===== config.mk =====
export PLATFORM = sky130hd
export DESIGN_NAME = dsp_nco_sweep
export DESIGN_NICKNAME = d
export VERILOG_FILES = /design/src/rtl/dsp_nco_sweep.sv
export SDC_FILE = /design/constraint.sdc
export NUM_CORES = 1
export LEC_CHECK = 0
export ABC_AREA = 1
export ABC_CLOCK_PERIOD_IN_PS = 2800
export BUFFER_PORTS_ARGS = -buffer_cell sky130_fd_sc_hd__clkbuf_2
export CAP_MARGIN = 20
export CORE_UTILIZATION = 55
export CTS_BUF_LIST = sky130_fd_sc_hd__clkbuf_8
export DETAILED_ROUTE_END_ITERATION = 12
export PLACE_DENSITY_LB_ADDON = 0.08
export RECOVER_POWER = 100
export SYNTH_ARGS = -nofsm -noshare
export SYNTH_HDL_FRONTEND = slang
export SYNTH_SLANG_ARGS = --single-unit

===== constraint.sdc =====
create_clock -name clk -period 2.8 [get_ports clk]
set_input_delay 0.56 -clock clk [delete_from_list [all_inputs] [get_ports clk]]
set_output_delay 0.56 -clock clk [all_outputs]
set_load 0.005 [all_outputs]

===== src/rtl/dsp_nco_sweep.sv =====
// dsp_nco_sweep
// Frequency-sweep controller that drives an NCO's frequency control word and
// enable. A start pulse latches the configuration and steps phi_inc from
// f_start by f_step, holding each word for dwell+1 cycles. It runs single-shot
// or continuous.
//
// Build option: define DSP_NCO_SWEEP_TRI_EN for a triangle sweep in continuous
// mode, where the direction reverses at each endpoint. When it is undefined,
// continuous mode is a sawtooth that reloads f_start at the end of each pass.
//
// Ports
//   clk        in   clock, rising edge
//   rst        in   synchronous active-high reset
//   start      in   begin a sweep (sampled only in IDLE)
//   stop       in   abort the sweep; wins over start and over a sweep end
//   repeat_en  in   0 = single sweep, 1 = continuous
//                   (named repeat_en because `repeat` is a reserved word)
//   f_start    in   first frequency word
//   f_step     in   unsigned per-step increment
//   step_num   in   number of increments per sweep
//   dwell      in   extra hold cycles per word
//   phi_inc    out  frequency word to the NCO (registered)
//   nco_en     out  NCO enable (registered)
//   busy       out  high while sweeping
//   step_idx   out  index of the current word in the pass
//   wrap       out  one-cycle pulse on the first word of each new continuous pass
//   done       out  one-cycle pulse at the natural end of a single sweep
//
// state | meaning
// IDLE  | outputs parked at zero, waiting for start
// RUN   | sweeping; only latched configuration is used
module dsp_nco_sweep #(
  parameter int PHI_WIDTH = 32,
  parameter int CNT_WIDTH = 16
) (
  input  logic                 clk,
  input  logic                 rst,
  input  logic                 start,
  input  logic                 stop,
  input  logic                 repeat_en,
  input  logic [PHI_WIDTH-1:0] f_start,
  input  logic [PHI_WIDTH-1:0] f_step,
  input  logic [CNT_WIDTH-1:0] step_num,
  input  logic [CNT_WIDTH-1:0] dwell,
  output logic [PHI_WIDTH-1:0] phi_inc,
  output logic                 nco_en,
  output logic                 busy,
  output logic [CNT_WIDTH-1:0] step_idx,
  output logic                 wrap,
  output logic                 done
);

  typedef enum logic {IDLE = 1'b0, RUN = 1'b1} state_t;

  state_t                 state_q, state_d;
  logic [PHI_WIDTH-1:0]   phi_q, phi_d;
  logic                   en_q, en_d;
  logic                   busy_q, busy_d;
  logic [CNT_WIDTH-1:0]   idx_q, idx_d;
  logic                   wrap_q, wrap_d;
  logic                   done_q, done_d;
  logic [CNT_WIDTH-1:0]   dwell_cnt_q, dwell_cnt_d;
  logic                   dir_q, dir_d;
  logic [PHI_WIDTH-1:0]   f_start_q, f_start_d;
  logic [PHI_WIDTH-1:0]   f_step_q, f_step_d;
  logic [CNT_WIDTH-1:0]   step_num_q, step_num_d;
  logic [CNT_WIDTH-1:0]   dwell_q, dwell_d;
  logic                   rpt_q, rpt_d;

  // Modulo 2^PHI_WIDTH on purpose: phase words are circular.
  logic [PHI_WIDTH-1:0]   phi_up, phi_dn;
  assign phi_up = phi_q + f_step_q;
  assign phi_dn = phi_q - f_step_q;

  always_ff @(posedge clk) begin
    if (rst) begin
      state_q     <= IDLE;
      phi_q       <= '0;
      en_q        <= 1'b0;
      busy_q      <= 1'b0;
      idx_q       <= '0;
      wrap_q      <= 1'b0;
      done_q      <= 1'b0;
      dwell_cnt_q <= '0;
      dir_q       <= 1'b0;
      f_start_q   <= '0;
      f_step_q    <= '0;
      step_num_q  <= '0;
      dwell_q     <= '0;
      rpt_q       <= 1'b0;
    end else begin
      state_q     <= state_d;
      phi_q       <= phi_d;
      en_q        <= en_d;
      busy_q      <= busy_d;
      idx_q       <= idx_d;
      wrap_q      <= wrap_d;
      done_q      <= done_d;
      dwell_cnt_q <= dwell_cnt_d;
      dir_q       <= dir_d;
      f_start_q   <= f_start_d;
      f_step_q    <= f_step_d;
      step_num_q  <= step_num_d;
      dwell_q     <= dwell_d;
      rpt_q       <= rpt_d;
    end
  end

  always_comb begin
    state_d     = state_q;
    phi_d       = phi_q;
    en_d        = en_q;
    busy_d      = busy_q;
    idx_d       = idx_q;
    wrap_d      = 1'b0;
    done_d      = 1'b0;
    dwell_cnt_d = dwell_cnt_q;
    dir_d       = dir_q;
    f_start_d   = f_start_q;
    f_step_d    = f_step_q;
    step_num_d  = step_num_q;
    dwell_d     = dwell_q;
    rpt_d       = rpt_q;

    if (stop) begin
      state_d     = IDLE;
      phi_d       = '0;
      en_d        = 1'b0;
      busy_d      = 1'b0;
      idx_d       = '0;
      dwell_cnt_d = '0;
      dir_d       = 1'b0;
    end else begin
      case (state_q)
        IDLE: begin
          phi_d  = '0;
          en_d   = 1'b0;
          busy_d = 1'b0;
          idx_d  = '0;
          if (start) begin
            f_start_d   = f_start;
            f_step_d    = f_step;
            step_num_d  = step_num;
            dwell_d     = dwell;
            rpt_d       = repeat_en;
            phi_d       = f_start;
            en_d        = 1'b1;
            busy_d      = 1'b1;
            idx_d       = '0;
            dwell_cnt_d = '0;
            dir_d       = 1'b0;
            state_d     = RUN;
          end
        end
        RUN: begin
          if (dwell_cnt_q != dwell_q) begin
            dwell_cnt_d = dwell_cnt_q + CNT_WIDTH'(1);
          end else begin
            dwell_cnt_d = '0;
            if (idx_q < step_num_q) begin
              idx_d = idx_q + CNT_WIDTH'(1);
              phi_d = dir_q ? phi_dn : phi_up;
            end else if (!rpt_q) begin
              state_d = IDLE;
              phi_d   = '0;
              en_d    = 1'b0;
              busy_d  = 1'b0;
              idx_d   = '0;
              dir_d   = 1'b0;
              done_d  = 1'b1;
            end else begin
              wrap_d = 1'b1;
`ifdef DSP_NCO_SWEEP_TRI_EN
              if (step_num_q == '0) begin
                // A zero-length pass has no other endpoint to turn toward.
                phi_d = f_start_q;
                idx_d = '0;
              end else begin
                // Turn around and step straight away so the endpoint word is
                // not held for a second dwell.
                dir_d = ~dir_q;
                idx_d = CNT_WIDTH'(1);
                phi_d = dir_q ? phi_up : phi_dn;
              end
`else
              phi_d = f_start_q;
              idx_d = '0;
`endif
            end
          end
        end
        default: begin
          state_d = IDLE;
        end
      endcase
    end
  end

  assign phi_inc  = phi_q;
  assign nco_en   = en_q;
  assign busy     = busy_q;
  assign step_idx = idx_q;
  assign wrap     = wrap_q;
  assign done     = done_q;

endmodule


==> out/qor.yml, run 1 <==
row_count: 48
clock_skew_ps: 15.31
final_area_mm2: 0.01121
wl_per_cell_um: 14.96
diodes: 0
arrival_ps: 2680
worst_setup_path_start_kind: "flop"
p_leak_nw: 5.280
cts_hold_buf: 0
cts_root_buf: "clkbuf_8"
cts.sinks: 165
maxCapViolations: 0
die_w_um: 136.2
cts_setup_buffers: 0
rr_worst_depth: 7
min_period_over_period_pct: 81.90
coreArea_mm2: 0.01742
grt_max_degree: 81
p_sw_w: 0.001635
outcome: "complete, no violations"
setup-tns-final_ps: 0
finalCriticalPeriod_ps: 2293
antenna_found_initial: 0
rsz0062_at_grt: "false"
path_clk_slew_ps: 100
post-route-util_pct: 64.39
syn2layout_area_growth_pct: 13.20
initial_core_util_pct: 56.88
p_seq_share_pct: 46.5
ir_drop_mv: 0.4769
hold_end: "f_step_q[10]"
timing.rr.end: "step_num_q[12]"
syn-cell-area_mm2: 0.009907
die-height_um: 136.2
htreeDepth: 4
numCtsBuffers: 17
required_ps: 3180
ys_ff_latch: 165
cts_tree: "done"
synth_fp_nets: 1685
ctsResizeCount: 0
path_class: "flop to flop"
power.density_mw_per_mm2: 482.7
cp-end-kind: "flop"
rrSetupSlack_ps: 510
place_congestion: 0.9186
max_freq_mhz: 436.1
hpwl_um: 20400
vias: 10220
hp-start: "f_step[10]"
maxSlewViolCount: 0
combPwrFrac_pct: 15.9
tightest_slew_ps: 1137
drive_above_1_share_pct: 11.15
p_int_w: 0.003778
seq_area_frac_synth_pct: 33.34
highest_layer: "met4"
grt-ovfl-total: 0
reg2reg_from: "state_q"
ys_warn_count: 0
drt_iter0_markers: 877
relSlewSlack_pct: 24.10
io_pins: 153
clock_path_buffers: 2
grt_usage_pct: 31.05
cp_max_fo: 39
drc: 0
grt_pass1_wl_um: 45400
nNetsFinal: 1805
dpl_cell_area_mm2: 0.01082
layout_commonest_cell: "nand2_1"
met3_length_um: 1857
first_pass_iters: 6
wl_met1_um: 13060
grt_pass1_vias: 9024
wl_met2_um: 13020
dieArea_mm2: 0.01855
p_clk_share_pct: 37.6
clock_latency_ps: 470
syn-mean-instance-area_um2: 6.454
setup_violations: 0
antenna_left: 0
hold_violations: 0
yosysUniqueCellTypes: 42
viasPerCell: 5.398
drt-total-wl_um: 28320
syn_inst: 1535
hold_depth: 3
layout_common_cells: "nand2_1 (538), inv_1 (168), dfxtp_1 (164)"
p_sw_share_pct: 30.21
io_buffers: 152
hp-class: "input port to flop"
sequential cells by signal, summed over array words and instances, names as in the netlist:
signal,cells
f_start_q,32
phi_inc,32
dwell_q,16
step_idx,16
done,1
f_step_q,32
step_num_q,16
state_q,1
rpt_q,1
wrap,1
dwell_cnt_q,16
busy,1
power groups by stage:
stage	combinational, W	sequential, W	clock (W)
2_1_floorplan	0.000586	0.00254	0
3_3_place_gp	0.000853	0.00257	0
3_5_place_dp	0.000860	0.00257	0
4_1_cts	0.000865	0.00252	0.00206
5_1_grt	0.000955	0.00253	0.00216
6_report	0.000859	0.00252	0.00203
Yosys cell counts (all sizes together):
master    n  area share (%)
nand2   542              21
inv     168             6.4
dfxtp   165              33
a21oi   154             7.8
nor2    101             4.0
nand3    92             4.6
ha       48             6.1
clkbuf   40             1.5
o21ai    39             2.0
a22oi    32             2.4
buf      27             1.5
xor2     26             2.3
nor3     21             1.1
a211oi   18             1.4
nand4    15            0.95
xnor2    12             1.1
and2      8            0.51
nand3b    7            0.53
nor4      4            0.32
o21bai    4            0.30
nor3b     3            0.33
or2       3            0.19
a21o      1           0.076
a31oi     1           0.063
and3      1           0.063
fa        1            0.20
o21a      1           0.076
o22ai     1           0.063
through the flow:
stage / hold WS [ps] / std cells / total power (W) / setup slack (ps)
3_5_place_dp: 452.5 / 1861 / 0.003432 / 615.6
6_report: 306.1 / 1893 / 0.005413 / 506.8
5_1_grt: 295.6 / 1893 / 0.005648 / 260.4
2_1_floorplan: 441.0 / 1535 / 0.003130 / 898.8
4_1_cts: 292.3 / 1893 / 0.005441 / 599.7
3_3_place_gp: 448.4 / 1861 / 0.003424 / 699.7
worst max-delay path, cell delays in order, from the launching register on:
cell	delay, ps
dfxtp_2	470
inv_1	160
nand2_1	180
nor2_4	50
inv_1	810
buf_12	290
nor2_1	60
a211oi_1	180
final cells by class:
class	instances	area, µm²
Fill cell	1694	6202
Multi-Input combinational cell	1135	5658
Sequential cell	165	3304
Timing Repair Buffer	168	878.3
Inverter	168	630.6
Tap cell	225	281.5
Clock buffer	18	247.7
Clock inverter	14	214.0
layer usage:
metal | global-route usage (%) | vias to the layer above
li1 | - | 5186
met4 | 8.519 | 0
met2 | 50.68 | 379
met1 | 42.17 | 4612
met3 | 4.959 | 41
met5 | 0 | -
cells by family (layout without fill, tap and decap cells):
logic type / after synthesis / after routing / share of synthesized area [%]
flops: 165 / 165 / 33.34
fa+ha+maj: 49 / 49 / 6.264
simple gates: 797 / 797 / 33.49
xor+xnor: 38 / 38 / 3.359
compound gates: 251 / 251 / 14.12
buf+inv: 235 / 368 / 9.421
worst max-delay path by stage:
| stage | from | to | slack, ps | cells after the start |
|---|---|---|---|---|
| after floorplan | phi_inc[0] | phi_inc[30] | 900 | 14 |
| after global placement | phi_inc[0] | phi_inc[28] | 700 | 12 |
| after detailed placement | phi_inc[0] | phi_inc[28] | 620 | 12 |
| after CTS | phi_inc[0] | phi_inc[28] | 600 | 12 |
| after global routing | state_q | step_num_q[12] | 260 | 7 |
| final | state_q | step_num_q[12] | 510 | 7 |
Note: power is estimated with default switching activity, not from simulation.
==> inputs of run 2 (changes only) <==
Settings changed: ABC_CLOCK_PERIOD_IN_PS 2800 to 2000, CORE_UTILIZATION 55 to 54.
Clock period 2.8 ns to 2 ns, I/O delays scaled along.
==> run 2 against run 1 <==
Effect of this change: clock power up 23%; sequential share of layout area down 2.6 points; largest power group unchanged; critical endpoint is now phi_inc[12]; final area up 10%; first-iteration DRC count down 16%; sequential cell count unchanged; clock skew up 4.8 ps.
==> out/qor.yml, run 2 (same netlist as run 1, synthesis figures left out) <==
drive_above_1_share_pct: 22.04  # +11 points
grt_pass1_vias: 9289  # +2.9%
io_buffers: 152  # unchanged
arrival_ps: 2390  # -290 ps
nNetsFinal: 1870  # +3.6%
final_area_mm2: 0.01235  # +10%
clock_latency_ps: 490  # +20 ps
maxSlewViolCount: 0  # unchanged
required_ps: 2400  # -780 ps
max_freq_mhz: 504.4  # +16%
crit_path_frequent_cell: "a21oi_1"
regArea_mm2: 0.003321  # +0.49%
htreeDepth: 4  # unchanged
coreArea_mm2: 0.01796  # +3.1%
grt_usage_pct: 31.39  # +0.34 points
grt_max_degree: 98  # +21%
multi_input_area_mm2: 0.006176  # +9.2%
grt-ovfl-total: 0  # unchanged
antenna_left: 0  # unchanged
p_leak_nw: 5.798  # +9.8%
cts_root_buf: "clkbuf_8"
drt_iter0_markers: 738  # -16%
path_class: "flop to flop"
die_w_um: 137.5  # +0.91%
maxCapViolations: 0  # unchanged
vias: 10540  # +3.2%
wl_per_cell_um: 15.55  # +3.9%
cp-end-kind: "flop"
syn2layout_area_growth_pct: 24.63
power.density_mw_per_mm2: 607.4  # +26%
max_stage_delay_ps: 320  # -490 ps
row_count: 49  # +2.1%
clock_path_buffers: 2  # unchanged
hold_violations: 0  # unchanged
numCtsBuffers: 17  # unchanged
min_period_over_period_pct: 99.13  # +17 points
place_congestion: 0.9416  # +2.5%
hpwl_um: 21050  # +3.2%
clock_skew_ps: 20.07  # +4.765 ps
outcome: "complete, no violations"
grt_pass1_wl_um: 46020  # +1.4%
cp_slowest_cell: "dfxtp_1"
cp_max_fo: 10  # -74%
initial_core_util_pct: 55.15  # -1.7 points
drc: 0  # unchanged
cts.sinks: 165  # unchanged
setup_violations: 0  # unchanged
finalCriticalPeriod_ps: 1983  # -310.6 ps
layout_commonest_cell: "nand2_1"
setup-tns-final_ps: 0  # unchanged
path_delay_family: "compound AO/OA/AOI/OAI gates"
cts_tree: "done"
crit_chain: "inv_1, ha_1, a21oi_1, o21ai_0, a21oi_2, nand2_4, buf_12, clkbuf_16, nand2_1, nand3_1, a21oi_1"
n_fill_cell: 1624  # -4.1%
path_buf_inv: 3  # unchanged
relSlewSlack_pct: 69.50  # +45 points
tightest_slew_ps: 457.5  # -679.7 ps
diodes: 0  # unchanged
hp-class: "input port to flop"
drt-total-wl_um: 30510  # +7.7%
antenna_found_initial: 0  # unchanged
first_pass_iters: 7  # +1
layout_common_cells: "nand2_1 (514), inv_1 (165), dfxtp_1 (151)"
viasPerCell: 5.372  # -0.48%
io_pins: 153  # unchanged
ir_drop_mv: 0.4629  # -2.9%
dpl_cell_area_mm2: 0.01128  # +4.3%
die-height_um: 137.5  # +0.91%
rsz0062_at_grt: "true"
worst_setup_path_start_kind: "flop"
dieArea_mm2: 0.01889  # +1.8%
path_clk_slew_ps: 110  # about the same
## run 2: changes by cell type in the layout (fill, tap and decap cells not counted), sizes merged
cell / previous run / this run
buf: 16 / 79
bufinv: 4 / 0
clkbuf: 170 / 172
clkinv: 3 / 6
inv: 174 / 175
## run 2: metal layers
| layer | routed length, µm | global-route usage (%) |
|---|---|---|
| met1 | 13600 | 42.05 |
| met4 | 966 | 10.56 |
| met5 | 0 | 0 |
| met2 | 13920 | 51.01 |
| met3 | 2020 | 5.040 |
## run 2: worst paths after layout
check | start | end | slack [ps] | cells past startpoint
max | step_num_q[15] | phi_inc[12] | 20 | 11
min | dwell[3] | dwell_q[3] | 130 | 3
max reg2reg | step_num_q[15] | phi_inc[12] | 20 | 11
min reg2reg | f_start_q[2] | f_start_q[2] | 470 | 2
## run 2: repair_timing
item                                   4_1_cts  5_1_grt
pin swaps                                    2       16
gates cloned                                 0        4
setup endpoints to repair                    5       35
setup buffers                                1        4
endpoints found under the hold margin        0        0
gates resized for setup                      4      110
hold buffers                                 0        0
## run 2: where the power goes
| part | switching (W) | total [W] | internal (W) |
|---|---|---|---|
| clock network | 0.00151 | 0.00249 | 0.000974 |
| logic | 0.000880 | 0.00149 | 0.000606 |
| registers | 0.000104 | 0.00353 | 0.00342 |
## run 2: worst min-delay path: cells and delay by family
kind                   cells  cell delay [ps]
buffers and inverters      1               80
and+or+nand+nor            1               50
AOI/OAI and AO/OA          1               50
## run 2: through the flow
step	setup slack, ps	util, %	hold slack, ps	cells	total power, W
after floorplan	98.76	-	441.0	1535	0.004382
after global routing	-80.13	68.73	110.1	1962	0.007827
after CTS	-9.985	65.17	116.0	1954	0.007355
after detailed placement	-31.29	62.79	438.6	1921	0.004890
final	17.40	68.73	127.0	1962	0.007500
after global placement	-5.351	62.79	432.7	1921	0.004876
## run 2: area by class of cell
cell class / instances / area share, %
Multi-Input combinational cell: 1135 / 50.02
Clock buffer: 18 / 2.006
Tap cell: 229 / 2.321
Inverter: 168 / 5.158
Timing Repair Buffer: 233 / 12.35
Clock inverter: 14 / 1.246
Sequential cell: 165 / 26.90
==> inputs of run 3 (changes only) <==
Settings changed: PLACE_DENSITY from default to 0.86, PLACE_DENSITY_LB_ADDON 0.08 to default.
==> run 3 against run 2 <==
Effect of this change: the run now ends with setup timing left; first-iteration DRC count rose by 34%; total power barely moved; sequential power barely moved; routed wire length rose by 0.85%; non-clock buffer count fell by 11; critical path depth did not move; clock skew barely moved; global-route usage rose by 0.24 points; combinational power fell by 3%; worst setup slack got worse by 42 ps; final cell count fell by 0.56%; worst hold slack got worse by 2.7 ps.
==> out/qor.yml, run 3 (same netlist as run 1, synthesis figures left out) <==
dieArea_mm2: 0.01889  # unchanged
p_sw_w: 0.002455  # -1.6%
grt_max_degree: 98  # unchanged
hp-class: "input port to flop"
worst_setup_path_start_kind: "flop"
timing.rr.end: "phi_inc[11]"
p_clk_share_pct: 33.5  # +0.4 points
max_freq_mhz: 494.0  # -2.1%
violations: "setup timing"
fin_ws_ps: -24.22  # -41.62 ps
antenna_found_initial: 1  # +1
p_sw_share_pct: 32.72  # -0.55 points
hold_depth: 3  # unchanged
reg2reg_from: "phi_inc[10]"
layout_commonest_cell: "nand2_1"
first_pass_iters: 7  # unchanged
drt-total-wl_um: 30770  # +0.85%
grt-ovfl-total: 0  # unchanged
place_congestion: 0.9905  # +5.2%
cts.sinks: 165  # unchanged
drc: 0  # unchanged
rr_worst_depth: 11  # unchanged
finalCriticalPeriod_ps: 2024  # +41.62 ps
arrival_ps: 2450  # +60 ps
cp-end-kind: "flop"
tightest_slew_ps: 595.3  # +137.7 ps
cp_max_fo: 4  # -6
grt_pass1_vias: 9706  # +4.5%
wl_per_cell_um: 15.77  # +1.4%
path_class: "flop to flop"
path_buf_inv: 2  # -1
die-height_um: 137.5  # unchanged
clock_latency_ps: 490  # about the same
io_buffers: 152  # unchanged
viasPerCell: 5.541  # +3.1%
hold_violations: 0  # unchanged
path_delay_family: "simple AND/OR/NAND/NOR gates"
place_inst: 1912  # -0.47%
hp-start: "dwell[5]"
cts_tree: "done"
io_pins: 153  # unchanged
vias: 10810  # +2.6%
grt_pass1_wl_um: 46710  # +1.5%
syn2layout_area_growth_pct: 23.62
n_fill_cell: 1511  # -7.0%
combPwrFrac_pct: 19.3  # -0.5 points
fin_hold_ws_ps: 124.3  # -2.670 ps
clock_skew_ps: 20.57  # +0.4936 ps
nNetsFinal: 1859  # -0.59%
die_w_um: 137.5  # unchanged
min_period_over_period_pct: 101.2  # +2.1 points
diodes: 0  # unchanged
layout_common_cells: "nand2_1 (509), inv_1 (163), dfxtp_1 (151)"
hold_end: "dwell_q[5]"
required_ps: 2430  # +30 ps
grt_usage_pct: 31.62  # +0.24 points
max_stage_delay_ps: 380  # +60 ps
relSlewSlack_pct: 60.32  # -9.2 points
maxSlewViolCount: 0  # unchanged
p_int_w: 0.005048  # +0.87%
ir_drop_mv: 0.5081  # +9.8%
drt_iter0_markers: 987  # +34%
path_clk_slew_ps: 110  # about the same
cp_slowest_cell: "dfxtp_1"
drive_above_1_share_pct: 21.43  # -0.61 points
hpwl_um: 20950  # -0.47%
clock_path_buffers: 2  # unchanged
crit_chain: "ha_2, nand2_1, nand2_1, inv_1, nand2_1, nand3b_1, buf_4, xnor2_2, nand2_1, nand3_1, a21oi_1"
rsz0062_at_grt: "true"
row_count: 49  # unchanged
p_leak_nw: 5.626  # -3.0%
outcome: "complete, but fails checks"
coreArea_mm2: 0.01796  # unchanged
initial_core_util_pct: 55.15  # unchanged
antenna_left: 0  # unchanged
numCtsBuffers: 17  # unchanged
htreeDepth: 4  # unchanged
rrSetupSlack_ps: -20  # -40 ps
dp_slack_ps: 0.2704  # +31.56 ps
crit_path_frequent_cell: "nand2_1"
cts_root_buf: "clkbuf_8"
power.density_mw_per_mm2: 612.7  # +0.86%
maxCapViolations: 0  # unchanged
p_seq_share_pct: 47.1  # about the same
final_cells: 1951  # -0.56%
setup_violations: 1  # +1
## run 3: cell types whose count changed in the layout (fill, tap and decap cells not counted), moves of 3 or more
cell	delta
clkbuf_2	-7
a21oi_2	+4
buf_4	-21
inv_6	+3
ha_4	+4
clkbuf_1	+17
ha_1	-3
nand2_1	-5
nand2_2	+5
a21oi_1	-4
## run 3: worst max path at each step
stage	cells past startpoint	slack [ps]	from	endpoint
2_1_floorplan	14	100	phi_inc[0]	phi_inc[30]
3_3_place_gp	12	-0.1	phi_inc[0]	phi_inc[28]
3_5_place_dp	14	0.3	phi_inc[0]	phi_inc[30]
4_1_cts	11	9	phi_inc[9]	phi_inc[27]
5_1_grt	11	-70	phi_inc[10]	phi_inc[11]
6_report	11	-20	phi_inc[10]	phi_inc[11]
## run 3: final cells by class
type	instances	area [µm²]	share of cell area [%]
flip-flops and latches	165	3323	27.14
inverters	168	634.4	5.180
repair buffers	222	1369	11.18
well taps	229	286.5	2.340
multi-input cells	1135	6237	50.93
clock inverters	15	162.7	1.328
clock buffers	17	234.0	1.911
## run 3: worst reg2reg max path: stages, from the launching register on
cell      delay, ps
dfxtp_1         380
ha_2            330
nand2_1          80
nand2_1          90
inv_1            80
nand2_1         100
nand3b_1        300
buf_4           220
xnor2_2         130
nand2_1          60
nand3_1          60
a21oi_1         130
## run 3: stage by stage
| stage | cell area, µm² | utilization, % | setup TNS, ps | power [W] |
|---|---|---|---|---|
| after floorplan | 9907 | - | 0 | 0.004382 |
| after global placement | 11210 | 62.42 | -0.1459 | 0.004832 |
| after detailed placement | 11210 | 62.42 | 0 | 0.004865 |
| after CTS | 11620 | 64.67 | 0 | 0.007329 |
| after global routing | 12250 | 68.18 | -503.8 | 0.007779 |
| final | 12250 | 68.18 | -24.22 | 0.007503 |
## run 3: timing repair
| action | 4_1_cts | 5_1_grt |
|---|---|---|
| gates cloned | 0 | 2 |
| setup endpoints to repair | 6 | 47 |
| hold buffers | 0 | 0 |
| gates resized for setup | 2 | 138 |
| pin swaps | 2 | 14 |
| setup buffers | 0 | 5 |
## run 3: metal layers
metal  up-vias  GRT usage (%)  routed length [µm]
li1       5292              -                   -
met1      4871          40.67               12680
met2       550          51.48               14230
met3        95          5.740                2715
met4         2          13.92                1130
met5         -              0                  13
## run 3: power by group through the flow
stage                     clock network, W  registers, W  logic [W]
after floorplan                          0       0.00356   0.000820
after global placement                   0       0.00358    0.00125
after detailed placement                 0       0.00359    0.00128
after CTS                          0.00253       0.00351    0.00129
after global routing               0.00264       0.00355    0.00158
final                              0.00251       0.00354    0.00145
